<file path="src/rtl/dino_pkg.sv">
// ============================================================================
// dino_pkg: shared sprite encodings, pose states and geometry defaults
// Rev 1.0
// ============================================================================
`default_nettype none
package dino_pkg;

  localparam logic [1:0] SPR_RUN_A = 2'd0;
  localparam logic [1:0] SPR_RUN_B = 2'd1;
  localparam logic [1:0] SPR_DUCK  = 2'd2;
  localparam logic [1:0] SPR_STAND = 2'd3;

  typedef enum logic [2:0] {
    IDLE = 3'd0,
    RUN  = 3'd1,
    DUCK = 3'd2,
    JUMP = 3'd3,
    DEAD = 3'd4
  } state_e;

  localparam int c_GROUND_ROW = 403;
  localparam int c_STAND_H    = 47;
  localparam int c_DUCK_H     = 29;

endpackage
`default_nettype wire

</file>
<file path="src/rtl/dino_pose_ctrl_if.sv">
// ============================================================================
// dino_pose_ctrl_if: game-status inputs and sprite-addressing outputs of the dino
// Rev 1.0
// ============================================================================
`default_nettype none
interface dino_pose_ctrl_if;

  logic        frame_tick;
  logic [10:0] vc;
  logic        game_run;
  logic        btn_jump;
  logic        btn_duck;
  logic        collision;
  logic [1:0]  sprite_sel;
  logic [10:0] dino_top;
  logic [5:0]  row_idx;
  logic        row_hit;
  logic        dead;

  modport master (
    output frame_tick, vc, game_run, btn_jump, btn_duck, collision,
    input  sprite_sel, dino_top, row_idx, row_hit, dead
  );

  modport slave (
    input  frame_tick, vc, game_run, btn_jump, btn_duck, collision,
    output sprite_sel, dino_top, row_idx, row_hit, dead
  );

endinterface
`default_nettype wire

</file>
<file path="src/rtl/dino_jump_phys.sv">
// ============================================================================
// dino_jump_phys: per-frame jump height/velocity integrator with landing detect
// Rev 1.0
// ============================================================================
`default_nettype none
module dino_jump_phys #(
  parameter int JUMP_V = 12,
  parameter int GRAV   = 1
) (
  input  logic       clk,
  input  logic       rst_n,
  input  logic       i_tick,
  input  logic       i_load,
  input  logic       i_step,
  input  logic       i_clear,
  input  logic       i_fast,
  output logic [7:0] o_h,
  output logic [7:0] o_h_nxt,
  output logic       o_land
);

  logic        [7:0] r_h;
  logic signed [7:0] r_v;
  logic signed [8:0] w_sum;
  logic        [7:0] w_dec;
  logic        [7:0] w_h_nxt;
  logic signed [7:0] w_v_nxt;

  assign w_sum  = $signed({1'b0, r_h}) + $signed({r_v[7], r_v});
  assign w_dec  = i_fast ? 8'(3 * GRAV) : 8'(GRAV);
  // Landing is independent of the step strobe so the caller can use it in its state decode.
  assign o_land = (w_sum <= 9'sd0);

  always_comb begin
    w_h_nxt = r_h;
    w_v_nxt = r_v;
    if (i_clear) begin
      w_h_nxt = 8'd0;
      w_v_nxt = 8'sd0;
    end else if (i_load) begin
      w_v_nxt = 8'(JUMP_V);
    end else if (i_step) begin
      if (o_land) begin
        w_h_nxt = 8'd0;
        w_v_nxt = 8'sd0;
      end else begin
        w_h_nxt = w_sum[7:0];
        w_v_nxt = r_v - $signed(w_dec);
      end
    end
  end

  always_ff @(posedge clk or negedge rst_n) begin
    if (!rst_n) begin
      r_h <= 8'd0;
      r_v <= 8'sd0;
    end else if (i_tick) begin
      r_h <= w_h_nxt;
      r_v <= w_v_nxt;
    end
  end

  assign o_h     = r_h;
  assign o_h_nxt = w_h_nxt;

endmodule
`default_nettype wire

</file>
<file path="src/rtl/dino_pose_ctrl.sv">
// ============================================================================
// dino_pose_ctrl: per-frame dino pose FSM and sprite row addressing (DINO_FAST_FALL_EN)
// Rev 1.0
// ============================================================================
`default_nettype none
module dino_pose_ctrl
  import dino_pkg::*;
#(
  parameter int GROUND_ROW = c_GROUND_ROW,
  parameter int STAND_H    = c_STAND_H,
  parameter int DUCK_H     = c_DUCK_H,
  parameter int JUMP_V     = 12,
  parameter int GRAV       = 1,
  parameter int ANIM_DIV   = 6
) (
  input  logic             clk,
  input  logic             rst_n,
  dino_pose_ctrl_if.slave  bus
);

  localparam logic [10:0] c_GROUND    = 11'(GROUND_ROW);
  localparam logic [10:0] c_TOP_STAND = 11'(GROUND_ROW - STAND_H);
  localparam logic [10:0] c_TOP_DUCK  = 11'(GROUND_ROW - DUCK_H);
  localparam int          c_ANIM_W    = $clog2(ANIM_DIV + 1);

  state_e                r_state;
  state_e                w_state_nxt;
  logic                  r_hit_latch;
  logic [c_ANIM_W-1:0]   r_anim_cnt;
  logic [c_ANIM_W-1:0]   w_anim_nxt;
  logic                  r_run_phase;
  logic                  w_phase_nxt;
  logic [1:0]            r_sprite_sel;
  logic [1:0]            w_sel_nxt;
  logic [10:0]           r_dino_top;
  logic [10:0]           w_top_nxt;
  logic [5:0]            r_row_idx;
  logic                  r_row_hit;
  logic                  r_dead;
  logic                  w_load;
  logic                  w_step;
  logic                  w_clear;
  logic                  w_fast;
  logic                  w_land;
  logic [7:0]            w_h;
  logic [7:0]            w_h_nxt;
  logic [7:0]            w_h_eff;

`ifdef DINO_FAST_FALL_EN
  assign w_fast = bus.btn_duck;
`else
  assign w_fast = 1'b0;
`endif

  assign w_clear = (w_state_nxt == IDLE);

  dino_jump_phys #(
    .JUMP_V (JUMP_V),
    .GRAV   (GRAV)
  ) u_phys (
    .clk     (clk),
    .rst_n   (rst_n),
    .i_tick  (bus.frame_tick),
    .i_load  (w_load),
    .i_step  (w_step),
    .i_clear (w_clear),
    .i_fast  (w_fast),
    .o_h     (w_h),
    .o_h_nxt (w_h_nxt),
    .o_land  (w_land)
  );

  always_comb begin
    w_state_nxt = r_state;
    w_load      = 1'b0;
    w_step      = 1'b0;
    if (!bus.game_run) begin
      w_state_nxt = IDLE;
    end else if (r_hit_latch || bus.collision) begin
      w_state_nxt = DEAD;
    end else begin
      case (r_state)
        IDLE: w_state_nxt = RUN;
        RUN, DUCK: begin
          if (bus.btn_jump) begin
            w_state_nxt = JUMP;
            w_load      = 1'b1;
          end else if (r_state == RUN && bus.btn_duck) begin
            w_state_nxt = DUCK;
          end else if (r_state == DUCK && !bus.btn_duck) begin
            w_state_nxt = RUN;
          end
        end
        JUMP: begin
          w_step = 1'b1;
          if (w_land) w_state_nxt = RUN;
        end
        DEAD:    w_state_nxt = DEAD;
        default: w_state_nxt = IDLE;
      endcase
    end
  end

  always_comb begin
    w_anim_nxt  = r_anim_cnt;
    w_phase_nxt = r_run_phase;
    if (w_state_nxt == IDLE || r_state == IDLE) begin
      w_anim_nxt  = '0;
      w_phase_nxt = 1'b0;
    end else if (r_state == RUN) begin
      if (r_anim_cnt == c_ANIM_W'(ANIM_DIV - 1)) begin
        w_anim_nxt  = '0;
        w_phase_nxt = ~r_run_phase;
      end else begin
        w_anim_nxt = r_anim_cnt + 1'b1;
      end
    end
  end

  // Pose outputs track the state being entered so they change in the same tick as the state.
  always_comb begin
    w_sel_nxt = SPR_STAND;
    w_top_nxt = c_TOP_STAND;
    case (w_state_nxt)
      RUN:     w_sel_nxt = w_phase_nxt ? SPR_RUN_B : SPR_RUN_A;
      DUCK: begin
        w_sel_nxt = SPR_DUCK;
        w_top_nxt = c_TOP_DUCK;
      end
      JUMP:    w_top_nxt = c_TOP_STAND - {3'b000, w_h_nxt};
      DEAD:    w_top_nxt = r_dino_top;
      default: w_top_nxt = c_TOP_STAND;
    endcase
  end

  always_ff @(posedge clk or negedge rst_n) begin
    if (!rst_n) begin
      r_state      <= IDLE;
      r_anim_cnt   <= '0;
      r_run_phase  <= 1'b0;
      r_sprite_sel <= SPR_STAND;
      r_dino_top   <= c_TOP_STAND;
      r_dead       <= 1'b0;
    end else if (bus.frame_tick) begin
      r_state      <= w_state_nxt;
      r_anim_cnt   <= w_anim_nxt;
      r_run_phase  <= w_phase_nxt;
      r_sprite_sel <= w_sel_nxt;
      r_dino_top   <= w_top_nxt;
      r_dead       <= (w_state_nxt == DEAD);
    end
  end

  always_ff @(posedge clk or negedge rst_n) begin
    if (!rst_n) begin
      r_hit_latch <= 1'b0;
    end else if (bus.frame_tick && w_state_nxt == IDLE) begin
      r_hit_latch <= 1'b0;
    end else if (bus.collision && (r_state inside {RUN, DUCK, JUMP})) begin
      r_hit_latch <= 1'b1;
    end
  end

  assign w_h_eff = (r_state == JUMP) ? w_h : 8'd0;

  always_ff @(posedge clk or negedge rst_n) begin
    if (!rst_n) begin
      r_row_idx <= 6'd0;
      r_row_hit <= 1'b0;
    end else begin
      r_row_idx <= 6'(bus.vc - r_dino_top);
      r_row_hit <= (bus.vc >= r_dino_top) && (bus.vc < (c_GROUND - {3'b000, w_h_eff}));
    end
  end

  assign bus.sprite_sel = r_sprite_sel;
  assign bus.dino_top   = r_dino_top;
  assign bus.row_idx    = r_row_idx;
  assign bus.row_hit    = r_row_hit;
  assign bus.dead       = r_dead;

endmodule
`default_nettype wire

</file>
<file path="src/flat_wrapper.sv">
// flat-port wrapper written by rule: the top's interface ports become plain ports
module dino_pose_ctrl_flat import dino_pkg::*;
#(
  parameter int GROUND_ROW = c_GROUND_ROW,
  parameter int STAND_H    = c_STAND_H,
  parameter int DUCK_H     = c_DUCK_H,
  parameter int JUMP_V     = 12,
  parameter int GRAV       = 1,
  parameter int ANIM_DIV   = 6
)
  (clk, rst_n, bus_frame_tick, bus_vc, bus_game_run, bus_btn_jump, bus_btn_duck, bus_collision, bus_sprite_sel, bus_dino_top, bus_row_idx, bus_row_hit, bus_dead);
  dino_pose_ctrl_if bus_i ();
  input  logic clk;
  input  logic rst_n;
  input wire logic [$bits(bus_i.frame_tick)-1:0] bus_frame_tick;
  input wire logic [$bits(bus_i.vc)-1:0] bus_vc;
  input wire logic [$bits(bus_i.game_run)-1:0] bus_game_run;
  input wire logic [$bits(bus_i.btn_jump)-1:0] bus_btn_jump;
  input wire logic [$bits(bus_i.btn_duck)-1:0] bus_btn_duck;
  input wire logic [$bits(bus_i.collision)-1:0] bus_collision;
  output wire logic [$bits(bus_i.sprite_sel)-1:0] bus_sprite_sel;
  output wire logic [$bits(bus_i.dino_top)-1:0] bus_dino_top;
  output wire logic [$bits(bus_i.row_idx)-1:0] bus_row_idx;
  output wire logic [$bits(bus_i.row_hit)-1:0] bus_row_hit;
  output wire logic [$bits(bus_i.dead)-1:0] bus_dead;
  assign bus_i.frame_tick = bus_frame_tick;
  assign bus_i.vc = bus_vc;
  assign bus_i.game_run = bus_game_run;
  assign bus_i.btn_jump = bus_btn_jump;
  assign bus_i.btn_duck = bus_btn_duck;
  assign bus_i.collision = bus_collision;
  assign bus_sprite_sel = bus_i.sprite_sel;
  assign bus_dino_top = bus_i.dino_top;
  assign bus_row_idx = bus_i.row_idx;
  assign bus_row_hit = bus_i.row_hit;
  assign bus_dead = bus_i.dead;
  dino_pose_ctrl #(.GROUND_ROW(GROUND_ROW), .STAND_H(STAND_H), .DUCK_H(DUCK_H), .JUMP_V(JUMP_V), .GRAV(GRAV), .ANIM_DIV(ANIM_DIV)) u_core (.clk(clk), .rst_n(rst_n), .bus(bus_i));
endmodule
</file>
<file path="config.mk">
export PLATFORM = sky130hd
export DESIGN_NAME = dino_pose_ctrl_flat
export DESIGN_NICKNAME = d
export VERILOG_FILES = /design/src/rtl/dino_pkg.sv /design/src/rtl/dino_pose_ctrl_if.sv /design/src/rtl/dino_jump_phys.sv /design/src/rtl/dino_pose_ctrl.sv /design/src/flat_wrapper.sv
export SDC_FILE = /design/constraint.sdc
export NUM_CORES = 1
export LEC_CHECK = 0
export ABC_AREA = 1
export BUFFER_PORTS_ARGS = -buffer_cell sky130_fd_sc_hd__buf_2
export CAP_MARGIN = 40
export CORE_ASPECT_RATIO = 0.9
export CORE_MARGIN = 2
export CORE_UTILIZATION = 34
export CTS_CLUSTER_DIAMETER = 150
export DETAILED_ROUTE_END_ITERATION = 16
export PLACE_DENSITY = 0.55
export SYNTH_ARGS = -nofsm -noshare
export SYNTH_HDL_FRONTEND = slang
export SYNTH_SLANG_ARGS = --single-unit
</file>
<file path="constraint.sdc">
create_clock -name clk -period 3.1 [get_ports clk]
set_input_delay 0.155 -clock clk [delete_from_list [all_inputs] [get_ports clk]]
set_output_delay 0.155 -clock clk [all_outputs]
set_load 0.005 [all_outputs]
</file>
## Word level (Yosys, flattened, before mapping)

Index checks and enable logic that the tools add are counted.

- Bitwise gates (word level): 2
- Add/sub/neg operators: 6
- Eq/ne operators: 9
- Muxes and demuxes: 34
- Reductions and logical operators: 18
- Magnitude comparators: 3

Operator list:

| operator | number |
|---|---|
| $mux W8 | 9 |
| $pmux W11 S3 | 1 |
| $mux W3 | 9 |
| $sub A9 B8 Y10 const A | 2 |
| $mux W1 | 13 |
| $eq A3 B2 Y1 const B | 4 |
| $pmux W3 S4 | 1 |
| $ge A11 B11 Y1 | 1 |
| $lt A11 B11 Y1 | 1 |
| $add A9 B8 Y9 | 1 |
| $eq A3 B3 Y1 const B | 3 |
| $le A9 B1 Y1 const B | 1 |
| $sub A8 B2 Y8 const B | 1 |
| $eq A3 B1 Y1 const B | 2 |
| $logic_not A3 Y1 | 2 |
| $reduce_and A2 Y1 | 3 |
| $reduce_bool A3 Y1 | 2 |
| $sub A6 B6 Y6 | 1 |
| $logic_and A1 B1 Y1 | 5 |
| $pmux W2 S2 | 1 |
| $reduce_bool A2 Y1 | 2 |
| $add A3 B1 Y3 const B | 1 |
| $logic_or A1 B1 Y1 | 2 |
| $not A1 Y1 | 2 |
| other kinds (2) | 2 |

- Register bits: 45
- Input port bits: 18
- Output and inout bits: 21
- Word-level logic and storage cells: 83

## Logic depth before layout (Yosys ltp)

- Depth in word-level cells: 13
- Depth in mapped cells: 20

## Modules after synthesis

From an unflattened synthesis, not the netlist that was laid out.

- Cell total of the unflattened synthesis: 503
- Area total of the unflattened synthesis: 3,716.1 µm²

By module, submodules not included:

| module | area each (µm²) | cells an instance | times used |
|---|---|---|---|
| dino_pose_ctrl | 2,031.9 | 270 | 1 |
| dino_jump_phys | 1,684.1 | 233 | 1 |

## Least setup slack after synthesis

Ideal clock, no wire load.

- Path type: reg-to-reg
- From: register u_core.u_phys.r_h[0], in the netlist u_core.u_phys.o_h[0]
- To: register u_core.r_dino_top[6], in the netlist u_core.bus.dino_top[6]
- Library setup time: 67 ps
- Stages on the path, launching flop included: 18
- Arrival time: 2,597 ps
- Buffers on the path: 0
- Path slack: 436 ps
- Required time: 3,033 ps
- Period minus slack after synthesis: 2,664 ps
- Cell sequence: dfrtp_1 ha_1 fa_1 or2_2 nor2_1 nand3_1 nor2_2 nand2_4 nand2_4 o21ai_2 nand2_1 ha_1 nand3_1 nor3_1 nor2_1 nor2_1 nor2_1 nor2_1

- Cells in the longest elaborated chain, start to end: 10
- Elaborated cells on any way between the ends: 18

Ends and longest elaborated chain:

| what | line | text |
|---|---|---|
| from (decl) | dino_jump_phys.sv:22 | `logic [7:0] r_h;` |
| from (signal assigned) | dino_jump_phys.sv:58 | `r_h <= w_h_nxt;` |
| $add A9 B8 Y9 | dino_jump_phys.sv:29 | `assign w_sum = $signed({1'b0, r_h}) + $signed({r_v[7], r_v});` |
| $le A9 B1 Y1 | dino_jump_phys.sv:32 | `assign o_land = (w_sum <= 9'sd0);` |
| $mux W3 | dino_pose_ctrl.sv:96 | `if (w_land) w_state_nxt = RUN;` |
| $pmux W3 S4 | dino_pose_ctrl.sv:82 | `case (r_state)` |
| $mux W3 | dino_pose_ctrl.sv:79 | `end else if (r_hit_latch \|\| bus.collision) begin` |
| $mux W3 | dino_pose_ctrl.sv:77 | `if (!bus.game_run) begin` |
| $logic_not A3 Y1 | dino_pose_ctrl.sv:55 | `assign w_clear = (w_state_nxt == IDLE);` |
| $mux W8 | dino_jump_phys.sv:37 | `if (i_clear) begin` |
| $sub A9 B8 Y10 | dino_pose_ctrl.sv:130 | `JUMP: w_top_nxt = c_TOP_STAND - {3'b000, w_h_nxt};` |
| $pmux W11 S3 | dino_pose_ctrl.sv:124 | `case (w_state_nxt)` |
| to (signal assigned) | dino_pose_ctrl.sv:142 | `r_dino_top <= c_TOP_STAND;` |
| to (signal assigned) | dino_pose_ctrl.sv:149 | `r_dino_top <= w_top_nxt;` |
| to (decl) | dino_pose_ctrl.sv:35 | `logic [10:0] r_dino_top;` |

Several ways; a longest one is shown, not always the timed one.
A chain may end at the register's enable or synchronous reset.

## Worst setup path after layout

Same ends and word-level chain as after synthesis.

==> summary.txt <==
Status
  • Run status: completed

Job
  • Number of maximum-capacitance constraint violations: 0

Timing
  • Final worst path period share: 0.914
  • Setup TNS: 0 ps
  • Post-Route Skew: 7.56 ps
  • # setup viols final: 0
  • Actual transition at the worst max-transition pin: 687 ps
  • Setup WS post-layout: 266 ps
  • Unrepaired setup endpoints after global routing: false
  • Min cycle time layout: 2830 ps
  • Final number of max-transition violations: 0
  • Final hold slack: 79.1 ps
  • Total count of hold-check failures in the final report: 0
  • Worst slew slack as a fraction of its limit: 0.542
  • Maximum clock rate: 353 MHz

Finish
  • Area growth from synthesis to layout: 15.1%
  • Fraction of layout instances using a drive strength above 1: 0.185
  • Count of placed standard cells in the final layout, fillers left out: 618
  • Final instance area: 3810 um2
  • Fill cell instance count of the final layout: 1,009
  • Number of antenna repair diodes: 0
  • Number of nets in the layout: 539
  • Final standard cell utilization of the core: 0.398

Critical path
  • Largest fanout of any net on the critical path: 6
  • Worst path arrival time: 3080 ps
  • Reg2Reg Setup Slack: 270 ps
  • Setup crit end: u_core.bus.dino_top[6]$_DFFE_PN1P_
  • Origin of the critical flop-to-flop path: u_core.u_phys.o_h[0]$_DFFE_PN0P_
  • Startpoint of the worst setup timing path: u_core.u_phys.o_h[0]$_DFFE_PN0P_
  • Critical path type: register to register
  • CP Capture Type: register
  • Register-to-Register Path Depth: 17
  • Data required time of the worst path: 3350 ps
  • R2r endpoint: u_core.bus.dino_top[6]$_DFFE_PN1P_
  • Startpoint Class: register

Clock network
  • Reg clk slew, reported paths: 90 ps
  • Maximum level of the CTS H-tree: 2
  • Number of buffers between clock root and the deepest sink: 2
  • Library cell used as clock root buffer: clkbuf_8
  • Number of buffers added by the clock tree synthesis step: 5
  • Clock sink total: 43
  • TritonCTS clock tree: yes
  • Clock network latency to the later pin of the worst-skew pair: 300 ps

Synthesis
  • Gate Count Post-Synth: 449
  • Mean instance size in the synthesized netlist: 7.37 um2
  • Cell area after synthesis: 3310 um2
  • Main flop type after synthesis: dfrtp_1
  • Number of distinct library cell variants in the gate-level netlist after synthesis: 45
  • Ys Warns: 0
  • Sequential element share of the synthesized area: 0.327
  • Number of synthesized register bits: 43
  • Number of enable flip-flop cells after synthesis: 0
  • Proportion of register bits with asynchronous set or reset after synthesis: 1.00

Placement
  • Final weighted congestion in routability-driven placement: 0.795
  • Total of buffers placed on input and output ports: 36
  • Cell count after placement: 609
  • DP Wirelength: 6170 um
  • Setup slack at placement: 213 ps
  • Post-Place Cell Area: 3660 um2

Die
  • Area of the die: 10,500 um2
  • Initial cell density of the core: 0.346
  • IO Count: 39
  • Width of the chip: 108 um
  • Number of rows in the core area: 34
  • Height of the die: 97.6 um
  • Core outline area: 9570 um2

Pwr
  • Final Power: 1.90 mW
  • Power per cell area: 500 nW/um2
  • Leak Pwr: 2.01 nW
  • Worst voltage drop across the vdd grid: 0.000281 V

Drt
  • Drt first pass iters: 4
  • Drt wl/cell: 12.2 um
  • Per-cell via count in the routed design: 4.74
  • DRC violation total after the first TritonRoute iteration: 131
  • Antenna Violating Nets Remaining: 0
  • DR vias: 2,927
  • Final wirelength: 7540 um
  • DRC violations left: 0

Global routing
  • Number of antenna violations at the first check in global routing: 0
  • Maximum number of pins on one net before global-route repair: 27
  • First-pass GRT wire length: 13,000 um
  • Global-route total usage across every layer: 0.153
  • Number of global-route vias before repair: 2,721
  • Overall overflow remaining after global route: 0

Worst hold path
  • Class of the worst hold path: primary input to register
[report_power, final]
group / internal [mW] / total [mW] / switching [mW]
clock network: 0.321 / 0.531 / 0.210
registers: 0.626 / 0.689 / 0.0632
logic: 0.265 / 0.683 / 0.418
[worst min path at each step]
stage               startpoint                            to  cells after the start
finish              bus_vc[10]  u_core.bus.row_hit$_DFF_PN0_                      3
floorplan                rst_n   u_core.bus.dead$_DFFE_PN0P_                      0
CTS                 bus_vc[10]  u_core.bus.row_hit$_DFF_PN0_                      3
global route         bus_vc[9]  u_core.bus.row_hit$_DFF_PN0_                      3
global placement         rst_n  u_core.bus.row_hit$_DFF_PN0_                      1
detailed placement       rst_n  u_core.bus.row_hit$_DFF_PN0_                      1
[final cells by class]
class                   count  area (um2)  share of cell area
well taps                 126         158              0.0414
multi-input cells         331        1940               0.509
flip-flops and latches     43        1080               0.284
clock inverters             3        67.6              0.0177
repair buffers             41         233              0.0611
clock buffers               5        68.8              0.0181
inverters                  69         260              0.0683
[layer usage]
metal	vias up	wire (um)	global-route usage
met2	50	3330	0.244
met1	1335	3810	0.220
met3	7	354	0.0255
li1	1535	-	-
met4	0	43	0.0237
met5	-	0	0
[layout by cell type (no fill, tap or decap), types with 5 or more instances in the layout]
cell,count
a21oi_1,15
buf_2,36
clkbuf_8,5
dfrtp_1,37
dfstp_2,6
ha_1,27
inv_1,61
inv_2,5
nand2_1,113
nand2_2,7
nand2_4,5
nand3_1,29
nor2_1,34
nor3_1,6
o21ai_0,25
o21ai_1,7
o21ai_2,6
o22ai_1,6
xor2_1,12
[synthesized netlist by cell type (all sizes together) (4+ instances only)]
cell   number  area share
xor2       12       0.032
o21ai      38       0.064
o22ai       7       0.015
ha         28        0.11
nor3        8       0.015
dfstp       6       0.048
nor2       37       0.044
nand3      32       0.053
nand2     125        0.16
a21oi      16       0.025
buf         4      0.0083
inv        66       0.075
dfrtp      37        0.28
[cell families (layout without fill, tap and decap cells)]
logic type / after synthesis / count (layout) / synth area share
AO/OA/AOI/OAI: 77 / 77 / 0.142
buffers and inverters: 76 / 118 / 0.0903
AND/OR/NAND/NOR: 207 / 207 / 0.282
flip-flops: 43 / 43 / 0.327
other: 1 / 2 / 0.00113
XOR/XNOR: 15 / 15 / 0.0397
adder cells (fa/ha/maj): 30 / 30 / 0.118
[sequential cells by signal, indices dropped and copies added (netlist names), 2 cells and up]
| name | cells |
|---|---|
| u_core.bus.dino_top | 9 |
| u_core.bus.row_idx | 6 |
| u_core.bus.sprite_sel | 2 |
| u_core.r_anim_cnt | 3 |
| u_core.r_state | 3 |
| u_core.u_phys.o_h | 8 |
| u_core.u_phys.r_v | 8 |
[critical path, cell delays in order (launching register included)]
cell and delay, ps:
dfrtp_1 420, ha_1 240, fa_1 440, or2_2 300, nor2_1 100, nand3_1 90
nor2_2 130, nand2_4 80, nand2_4 110, o21ai_2 80, nand2_1 100, ha_2 230
nand3_1 90, nor3_2 110, nor2_1 50, nor2_1 90, nor2_1 50, nor2_1 80
[timing repair]
action                                 CTS  global route
hold buffers                             1             0
setup endpoints to repair                0             2
endpoints found under the hold margin   17             0
gates resized for setup                  0             2
buffers inserted                         0             0
No activity file was read; power rests on OpenSTA's default activity.
